File: config.mk
export PLATFORM = sky130hd
export DESIGN_NAME = ifetch_ctrl
export DESIGN_NICKNAME = d
export VERILOG_FILES = /design/src/rtl/ifetch_ctrl.sv
export SDC_FILE = /design/constraint.sdc
export NUM_CORES = 1
export LEC_CHECK = 0
export BUFFER_PORTS_ARGS = -buffer_cell sky130_fd_sc_hd__buf_4
export CAP_MARGIN = 25
export CORE_MARGIN = 2
export CORE_UTILIZATION = 47
export DETAILED_ROUTE_END_ITERATION = 6
export PLACE_DENSITY = 0.87
export SYNTH_ARGS = -nofsm -noshare
export SYNTH_HDL_FRONTEND = slang
export SYNTH_SLANG_ARGS = --single-unit
File: constraint.sdc
create_clock -name clk -period 5.5 [get_ports clk]
set_input_delay 0.275 -clock clk [delete_from_list [all_inputs] [get_ports clk]]
set_output_delay 0.275 -clock clk [all_outputs]
set_load 0.02 [all_outputs]
File: src/rtl/ifetch_ctrl.sv
// ifetch_ctrl: instruction-fetch sequencer.
// Presents the PC to the instruction cache every cycle, pushes hits into the
// instruction queue, services misses through the memory controller (refill +
// deliver), and handles redirects, including one that lands mid-miss.
// Optional macro FETCH_PERF_CNT_EN adds hit_cnt / miss_cnt outputs.
module ifetch_ctrl #(
    parameter logic [31:0] RESET_PC   = 32'h0,
    parameter int          ADDR_WIDTH = 32
) (
    input  logic                  clk,
    input  logic                  rst,
    input  logic                  rdy,
    input  logic                  flush,
    input  logic [ADDR_WIDTH-1:0] flush_pc,
    input  logic                  queue_full,
    output logic [ADDR_WIDTH-1:0] ic_addr,
    input  logic                  ic_hit,
    input  logic [31:0]           ic_inst,
    output logic                  ic_store_en,
    output logic [ADDR_WIDTH-1:0] ic_store_addr,
    output logic [31:0]           ic_store_inst,
    output logic                  mem_req,
    output logic [ADDR_WIDTH-1:0] mem_addr,
    input  logic                  mem_done,
    input  logic [31:0]           mem_data,
    output logic                  inst_valid,
    output logic [31:0]           inst_out,
    output logic [ADDR_WIDTH-1:0] inst_pc
`ifdef FETCH_PERF_CNT_EN
    ,
    output logic [31:0]           hit_cnt,
    output logic [31:0]           miss_cnt
`endif
);

    // LOOKUP: probing the cache; MISS: waiting for our own word;
    // DRAIN: waiting for a word whose delivery was cancelled by a redirect.
    typedef enum logic [1:0] {
        S_LOOKUP = 2'd0,
        S_MISS   = 2'd1,
        S_DRAIN  = 2'd2
    } state_t;

    state_t                r_state;
    logic [ADDR_WIDTH-1:0] r_pc;
    logic                  r_mem_req;
    logic [ADDR_WIDTH-1:0] r_mem_addr;
    logic                  r_store_en;
    logic [ADDR_WIDTH-1:0] r_store_addr;
    logic [31:0]           r_store_inst;
    logic                  r_inst_valid;
    logic [31:0]           r_inst_out;
    logic [ADDR_WIDTH-1:0] r_inst_pc;
    logic [ADDR_WIDTH-1:0] w_pc_inc;

    assign w_pc_inc = r_pc + ADDR_WIDTH'(4);

    // Sequencer: reset beats rdy; rdy low freezes every register, pulses included.
    always_ff @(posedge clk) begin
        if (rst) begin
            r_state      <= S_LOOKUP;
            r_pc         <= RESET_PC[ADDR_WIDTH-1:0];
            r_mem_req    <= 1'b0;
            r_mem_addr   <= '0;
            r_store_en   <= 1'b0;
            r_store_addr <= '0;
            r_store_inst <= '0;
            r_inst_valid <= 1'b0;
            r_inst_out   <= '0;
            r_inst_pc    <= '0;
        end else if (rdy) begin
            r_store_en   <= 1'b0;
            r_inst_valid <= 1'b0;
            case (r_state)
                S_LOOKUP: begin
                    if (flush) begin
                        r_pc <= flush_pc;
                    end else if (queue_full) begin
                        r_pc <= r_pc;
                    end else if (ic_hit) begin
                        r_inst_valid <= 1'b1;
                        r_inst_out   <= ic_inst;
                        r_inst_pc    <= r_pc;
                        r_pc         <= w_pc_inc;
                    end else begin
                        r_mem_req  <= 1'b1;
                        r_mem_addr <= r_pc;
                        r_state    <= S_MISS;
                    end
                end
                S_MISS: begin
                    // The returned word always refills the cache; it is only
                    // delivered to the queue if no redirect arrived with it.
                    if (mem_done) begin
                        r_mem_req    <= 1'b0;
                        r_store_en   <= 1'b1;
                        r_store_addr <= r_mem_addr;
                        r_store_inst <= mem_data;
                        r_state      <= S_LOOKUP;
                        if (flush) begin
                            r_pc <= flush_pc;
                        end else begin
                            r_inst_valid <= 1'b1;
                            r_inst_out   <= mem_data;
                            r_inst_pc    <= r_pc;
                            r_pc         <= w_pc_inc;
                        end
                    end else if (flush) begin
                        r_pc    <= flush_pc;
                        r_state <= S_DRAIN;
                    end
                end
                S_DRAIN: begin
                    if (flush) begin
                        r_pc <= flush_pc;
                    end
                    if (mem_done) begin
                        r_mem_req    <= 1'b0;
                        r_store_en   <= 1'b1;
                        r_store_addr <= r_mem_addr;
                        r_store_inst <= mem_data;
                        r_state      <= S_LOOKUP;
                    end
                end
                default: begin
                    r_state <= S_LOOKUP;
                end
            endcase
        end
    end

`ifdef FETCH_PERF_CNT_EN
    logic [31:0] r_hit_cnt;
    logic [31:0] r_miss_cnt;

    // Performance counters: LOOKUP hits pushed, and LOOKUP->MISS transitions.
    always_ff @(posedge clk) begin
        if (rst) begin
            r_hit_cnt  <= '0;
            r_miss_cnt <= '0;
        end else if (rdy && r_state == S_LOOKUP && !flush && !queue_full) begin
            if (ic_hit) begin
                r_hit_cnt <= r_hit_cnt + 32'd1;
            end else begin
                r_miss_cnt <= r_miss_cnt + 32'd1;
            end
        end
    end

    assign hit_cnt  = r_hit_cnt;
    assign miss_cnt = r_miss_cnt;
`endif

    assign ic_addr       = r_pc;
    assign ic_store_en   = r_store_en;
    assign ic_store_addr = r_store_addr;
    assign ic_store_inst = r_store_inst;
    assign mem_req       = r_mem_req;
    assign mem_addr      = r_mem_addr;
    assign inst_valid    = r_inst_valid;
    assign inst_out      = r_inst_out;
    assign inst_pc       = r_inst_pc;

endmodule

==> impl_results.md, run 1 <==
- Status: completed
- Register-to-register setup slack: 2.51 ns
- CTS Buf Count: 17
- Synth Area per Inst: 7.94 um^2
- Placed Instances: 1489
- Post-synth top area share: 0.475
- Worst endpoint data arrival time: 3.31 ns
- Asr flop ratio synth: 0
- Dpl hpwl: ~18 mm
- Nets: 1391
- Layout fillers: 1468
- Max clock buf depth: 2
- Die Width: about 140 um
- Critical Path Start Type: register
- Top post-synthesis cells by area: dfxtp_1, nand2_1, a21oi_1, mux2i_1, a211oi_1
- Post-CTS setup buffer count: 0
- Fin cells: roughly 1500
- R2R Path Start: r_state[0]$_SDFFE_PP0P_
- Worst Setup SP: r_state[0]$_SDFFE_PP0P_
- Worst Setup EP: ic_addr[7]$_SDFFE_PP0P_
- Post-synthesis cell area: 8310 um^2
- Via count: 8504
- # resized after CTS: 0
- Avg Vias per Cell: 5.59
- Final wirelength: 26.3 mm
- Initial antenna violation count: 0
- Buffers on Ports: 297
- Vias in the first global route: 8070
- Data required time of the critical path: between 5 and 6 ns
- Yosys Warn Count: 0
- Clk_skew: around 0.012 ns
- Final GP Congestion: a little over 0.9
- Total die area: ~19000 um^2
- HP Class: input pin to register
- Layout cells sized above 1: 0.271
- Post-synth EDFFs: 0
- Initial Utilization: 0.480
- Critical path capture point type: register
- Gr usage total: 0.273
- Critical path type: register to register
- Num ports: approximately 300
- CP max FO: 14
- Final worst path period need: 2.99 ns
- H-tree lvl count: 4
- Row count: 48
- Wire per inst: 17.3 um
- Clk sinks: 197
- Mapped Cells: about 1000
- DR pass1 iterations: 5
- Core area: 17300 um^2
- Worst-Skew Late Latency: 0.43 ns
- DRC Markers: 0
- Max Slew Vio Count: 0
- GR Overflow Total: 0
- Maximum Capacitance Violations: 0
- Setup TNS: 0 ns
- Main synth FF type: dfxtp_1
- Share of the yosys chip area belonging to registers: 0.475
- Final setup fails: 0
- Root Driver: clkbuf_16
- Leakage Power: approximately 4.4 nW
- Reg2reg end: ic_addr[7]$_SDFFE_PP0P_
- Post-Synthesis Net Count: 1154
- DRT antenna net count: 0
- PnR Total Power: ~3.2 mW
- First-pass GRT wire length: ~41 mm
- Post-synth cell types: 59
- RSZ-0062 raised after global routing: no
- PD cells: 283 nW/um^2
- CTS tree: yes
- # hold bufs at CTS: 0
- Hold Vio Cnt, Final: 0
- Slew @ Worst Pin: 0.992 ns
- Peak VDD IR: approximately 0.22 mV
- ANT cells: 0
- Syn-to-layout area delta: 34.6%
- Slew HR: 0.339
- FMAX: 0.334 GHz
- Reg clk slew, reported paths: around 0.07 ns
- Initial DRC count: about 640
- Die H: between 100 and 150 um
- Pin count of the biggest net entering global routing: approximately 100
- Register bit total from synthesis: 197
- Yosys top cell by area: dfxtp_1
- Period Utilization, post-route: 0.544
- Worst r2r path cells: 6
==> synthesized netlist by cell type, drive strengths merged (2+ instances only) <==
cell / count
a2111oi: 7
a211oi: 40
a21boi: 2
a21o: 5
a21oi: 156
a311oi: 9
a31o: 3
a31oi: 5
a41o: 2
a41oi: 4
and2: 4
and3: 12
and4: 5
buf: 26
clkbuf: 63
dfxtp: 197
ha: 4
inv: 9
mux2i: 35
nand2: 282
nand2b: 5
nand3: 10
nand4: 11
nor2: 64
nor2b: 6
nor3: 9
nor4: 6
o211a: 4
o21a: 3
o21ai: 29
o22ai: 3
o311ai: 2
o31ai: 6
or2: 2
or3: 5
==> worst max-delay path, stage by stage (launching register included) <==
cell       delay, ns
dfxtp_1         0.37
inv_1           0.08
ha_1            0.53
o21ai_1         0.22
a221oi_2        0.75
nand2_1         0.49
a2111oi_0       0.45
==> flip-flops by register name (all words and copies together) (netlist names) <==
signal and flops:
inst_out 32, mem_req 1, r_state 2, ic_addr 32
ic_store_inst 32, ic_store_en 1, inst_valid 1, inst_pc 32
mem_addr 32, ic_store_addr 32
==> report_power, final <==
part / leakage (nW) / internal, mW / switching, mW
sequential: 1.59 / 1.46 / 0.0520
clock: 0.278 / 0.683 / 0.581
combinational: 2.52 / 0.162 / 0.219
total: 4.39 / 2.31 / 0.851
==> worst min path at each step <==
stage	cells after the start	slack, ns	to	start
2_1_floorplan	1	0.40	ic_addr[2]$_SDFFE_PP0P_	flush_pc[2]
3_3_place_gp	2	0.44	ic_store_addr[10]$_SDFFE_PP0P_	ic_store_addr[10]$_SDFFE_PP0P_
3_5_place_dp	2	0.45	ic_store_inst[9]$_SDFFE_PP0P_	ic_store_inst[9]$_SDFFE_PP0P_
4_1_cts	2	0.06	ic_addr[2]$_SDFFE_PP0P_	flush_pc[2]
5_1_grt	2	0.07	ic_addr[2]$_SDFFE_PP0P_	flush_pc[2]
6_report	2	0.07	ic_addr[2]$_SDFFE_PP0P_	flush_pc[2]
==> logic make-up after synthesis <==
logic type,count (synthesis),synth area share
flops,197,0.475
fa+ha+maj,4,0.00602
compound gates,288,0.211
buf+inv,99,0.0474
mux,35,0.0422
simple gates,424,0.218
==> area by class of cell <==
| type | count | area, um^2 | area share |
|---|---|---|---|
| Tap cell | 225 | 282 | 0.0252 |
| Timing Repair Buffer | 307 | 2330 | 0.208 |
| Multi-Input combinational cell | 751 | 3990 | 0.357 |
| Clock inverter | 14 | 165 | 0.0148 |
| Sequential cell | 197 | 3940 | 0.353 |
| Clock buffer | 18 | 429 | 0.0384 |
| Inverter | 10 | 37.5 | 0.00336 |
==> metal layers <==
layer,track usage,up-vias,part of all wire
met1,0.343,3940,0.40
met4,0.111,0,0.026
met3,0.0670,54,0.093
met5,0,-,0
li1,-,4096,-
met2,0.448,414,0.48
==> metrics by stage <==
step	setup WS (ns)	hold WS, ns	instance area, um^2	util
floorplan	3.45	0.399	8310	-
global placement	2.70	0.442	10600	0.610
detailed placement	2.64	0.447	10600	0.612
CTS	2.61	0.0585	11200	0.646
global route	2.25	0.0675	11200	0.646
finish	2.51	0.0664	11200	0.646
==> placed cells by master, fill, tap and decap left out, types with 6 or more instances in the layout <==
cell	n
o31ai_1	6
o21ai_1	11
and3_1	11
nand2_1	282
a311oi_1	9
clkbuf_16	17
buf_4	305
a211oi_1	40
o21ai_0	18
nor2_1	63
nor4_1	6
a2111oi_0	6
nor2b_1	6
mux2i_1	35
nand4_1	10
nor3_1	7
a21oi_1	155
nand3_1	9
dfxtp_1	197
inv_1	8
Power figures use the tool's default switching activity.
==> run 2, diff against run 1 <==
==> constraint.sdc (replaced) <==
create_clock -name clk -period 2.8 [get_ports clk]
set_input_delay 0.14 -clock clk [delete_from_list [all_inputs] [get_ports clk]]
set_output_delay 0.14 -clock clk [all_outputs]
set_load 0.02 [all_outputs]
==> run 2 against run 1 <==
Against the previous run: worst setup slack lost 2.2 ns; critical path depth grew 1; first-iteration DRC count rose by 21%; clock skew up 0.0010 ns; clock power is 96% higher; register-to-register slack got worse by 2.2 ns; sequential power up 95%; design area grew 4.6%; worst hold slack lost 0.052 ns; critical path type unchanged; critical endpoint is now ic_addr[13]$_SDFFE_PP0P_; highest routed layer unchanged.
==> impl_results.md, run 2 (same netlist as run 1, synthesis figures left out) <==
- Via count: 8979 (+5.6%)
- Root Driver: clkbuf_16
- ANT cells: 0 (unchanged)
- Avg Vias per Cell: 5.72 (+2.3%)
- DRT antenna net count: 0 (unchanged)
- Row count: 48 (unchanged)
- Critical path capture point type: register
- Layout fillers: 1346 (-8.3%)
- Num ports: 298 (unchanged)
- PD cells: 536 nW/um^2 (+90%)
- Pin count of the biggest net entering global routing: 96 (-5.9%)
- HP Class: input pin to register
- FMAX: 0.397 GHz (+19%)
- Hold Slack: 0.0139 ns (-0.0525 ns)
- Maximum Capacitance Violations: 0 (unchanged)
- Data required time of the critical path: 3.12 ns (-2.69 ns)
- Layout cells sized above 1: 0.269 (-0.00245)
- Commonest non-fill, non-tap cell in the layout: buf_4
- Final setup fails: 0 (unchanged)
- Max Slew Vio Count: 0 (unchanged)
- Commonest cells after routing, fill and taps aside: buf_4, nand2_1, dfxtp_1
- DR pass1 iterations: 5 (unchanged)
- Final GP Congestion: 0.963 (+5.6%)
- Initial DRC count: 770 (+21%)
- Initial antenna violation count: 0 (unchanged)
- GR Util met2: 0.474 (+0.0260)
- RSZ-0062 raised after global routing: no
- Reg2reg end: ic_addr[13]$_SDFFE_PP0P_
- Total die area: 18800 um^2 (unchanged)
- Setup TNS: 0 ns (unchanged)
- Core area: 17300 um^2 (unchanged)
- Hold EP: ic_addr[11]$_SDFFE_PP0P_
- GR Overflow Total: 0 (unchanged)
- CTS tree: yes
- FF+latch area: 3940 um^2 (unchanged)
- R2R Path Start: r_state[0]$_SDFFE_PP0P_
- Register-to-register setup slack: 0.28 ns (-2.22 ns)
- DRC Markers: 0 (unchanged)
- Period Utilization, post-route: 0.899 (+0.354)
- Vias in the first global route: 8399 (+4.1%)
- Buffers on Ports: 297 (unchanged)
- Dpl hpwl: 18.7 mm (+3.2%)
- Worst endpoint data arrival time: 2.83 ns (-0.48 ns)
- Hold Crit Start: flush_pc[11]
- Reg clk slew, reported paths: 0.08 ns (about the same)
- GR met3 Demand/Resource: 0.0741 (+0.00704)
- Critical Path Start Type: register
- Peak VDD IR: 0.471 mV (+110%)
- Worst r2r path cells: 7 (+1)
- Max incr delay on CP: 0.53 ns (-0.22 ns)
- Critical path cell sequence: inv_1 -> ha_1 -> o21ai_1 -> a21oi_2 -> buf_4 -> a41oi_1 -> a2111oi_0
- Worst-Skew Late Latency: 0.44 ns (about the same)
- Hold path cells: 3 (+1)
- Slowest CP cell: ha_1
- Gr usage total: 0.290 (+0.0170)
- CTS Buf Count: 17 (unchanged)
- Syn-to-layout area delta: 40.7%
- Status: completed
- Wire per inst: 17.7 um (+2.5%)
- CP max FO: 14 (unchanged)
- Clk_skew: 0.0127 ns (+0.00101 ns)
- Slew @ Worst Pin: 1.07 ns (+0.0769 ns)
- Grt peak-use layer: met2
- Initial Utilization: 0.480 (unchanged)
- Die H: 137 um (unchanged)
- H-tree lvl count: 4 (unchanged)
- Area taken by multi-input logic gates: 3990 um^2 (unchanged)
- Leakage Power: 4.63 nW (+5.5%)
- Met1 Use GR: 0.361 (+0.0174)
- Final worst path period need: 2.52 ns (-0.478 ns)
- Max clock buf depth: 2 (unchanged)
- Clk sinks: 197 (unchanged)
- First-pass GRT wire length: 43.2 mm (+5.3%)
- Hold Vio Cnt, Final: 0 (unchanged)
- Slew HR: 0.282 (-0.0560)
- Critical path type: register to register
- Post-CTS setup buffer count: 0 (unchanged)
- Final wirelength: 27.8 mm (+5.8%)
- Die Width: 137 um (unchanged)
- Nets: 1440 (+3.5%)
-- run 2: cell types whose count changed in the layout (fill, tap and decap cells not counted), sizes merged --
cell | before | now
buf | 307 | 316
dlygate4sd3 | 0 | 40
bufinv | 2 | 1
clkbuf | 18 | 19
clkinv | 4 | 6
inv | 14 | 15
clkinvlp | 4 | 1
-- run 2: cell type report --
class / instances / area share
clock buffer: 19 / 0.0387
clock inverter: 13 / 0.0120
inverter: 10 / 0.00321
multi-input combinational: 751 / 0.342
sequential: 197 / 0.337
tap: 225 / 0.0241
timing repair buffer: 356 / 0.243
-- run 2: metal layers --
layer	part of all wire	wire length, um
met1	0.38	10700
met2	0.48	13400
met3	0.10	2880
met4	0.034	942
met5	0	0
-- run 2: worst max-delay path by stage --
stage,from,end
3_5_place_dp,r_state[0]$_SDFFE_PP0P_,ic_addr[13]$_SDFFE_PP0P_
2_1_floorplan,ic_addr[14]$_SDFFE_PP0P_,ic_addr[27]$_SDFFE_PP0P_
4_1_cts,r_state[0]$_SDFFE_PP0P_,ic_addr[13]$_SDFFE_PP0P_
6_report,r_state[0]$_SDFFE_PP0P_,ic_addr[13]$_SDFFE_PP0P_
5_1_grt,r_state[0]$_SDFFE_PP0P_,ic_addr[13]$_SDFFE_PP0P_
3_3_place_gp,r_state[0]$_SDFFE_PP0P_,ic_addr[7]$_SDFFE_PP0P_
-- run 2: power by group --
part	total [mW]	switching [mW]	internal, mW
logic	0.821	0.454	0.367
registers	2.97	0.100	2.87
clock network	2.47	1.17	1.31
-- run 2: critical path: cells and delay by family, from the launching register on --
kind | cells | cell delay, ns
compound gates | 4 | 1.17
buf+inv | 2 | 0.34
flops | 1 | 0.35
fa+ha+maj | 1 | 0.53
-- run 2: timing repair --
action,in CTS,in global routing
endpoints found under the hold margin,40,0
setup endpoints to repair,0,0
hold buffers,40,0
gates resized for setup,0,0
-- run 2: metrics by stage --
stage | util | total power, mW | worst slack (ns) | std cells | cell area [um^2]
3_3_place_gp | 0.618 | 3.78 | 0.490 | 1499 | 10700
4_1_cts | 0.676 | 6.28 | 0.321 | 1571 | 11700
3_5_place_dp | 0.618 | 3.80 | 0.348 | 1499 | 10700
2_1_floorplan | - | 3.43 | 0.750 | 1047 | 8310
5_1_grt | 0.676 | 6.47 | 0.0836 | 1571 | 11700
6_report | 0.676 | 6.27 | 0.284 | 1571 | 11700
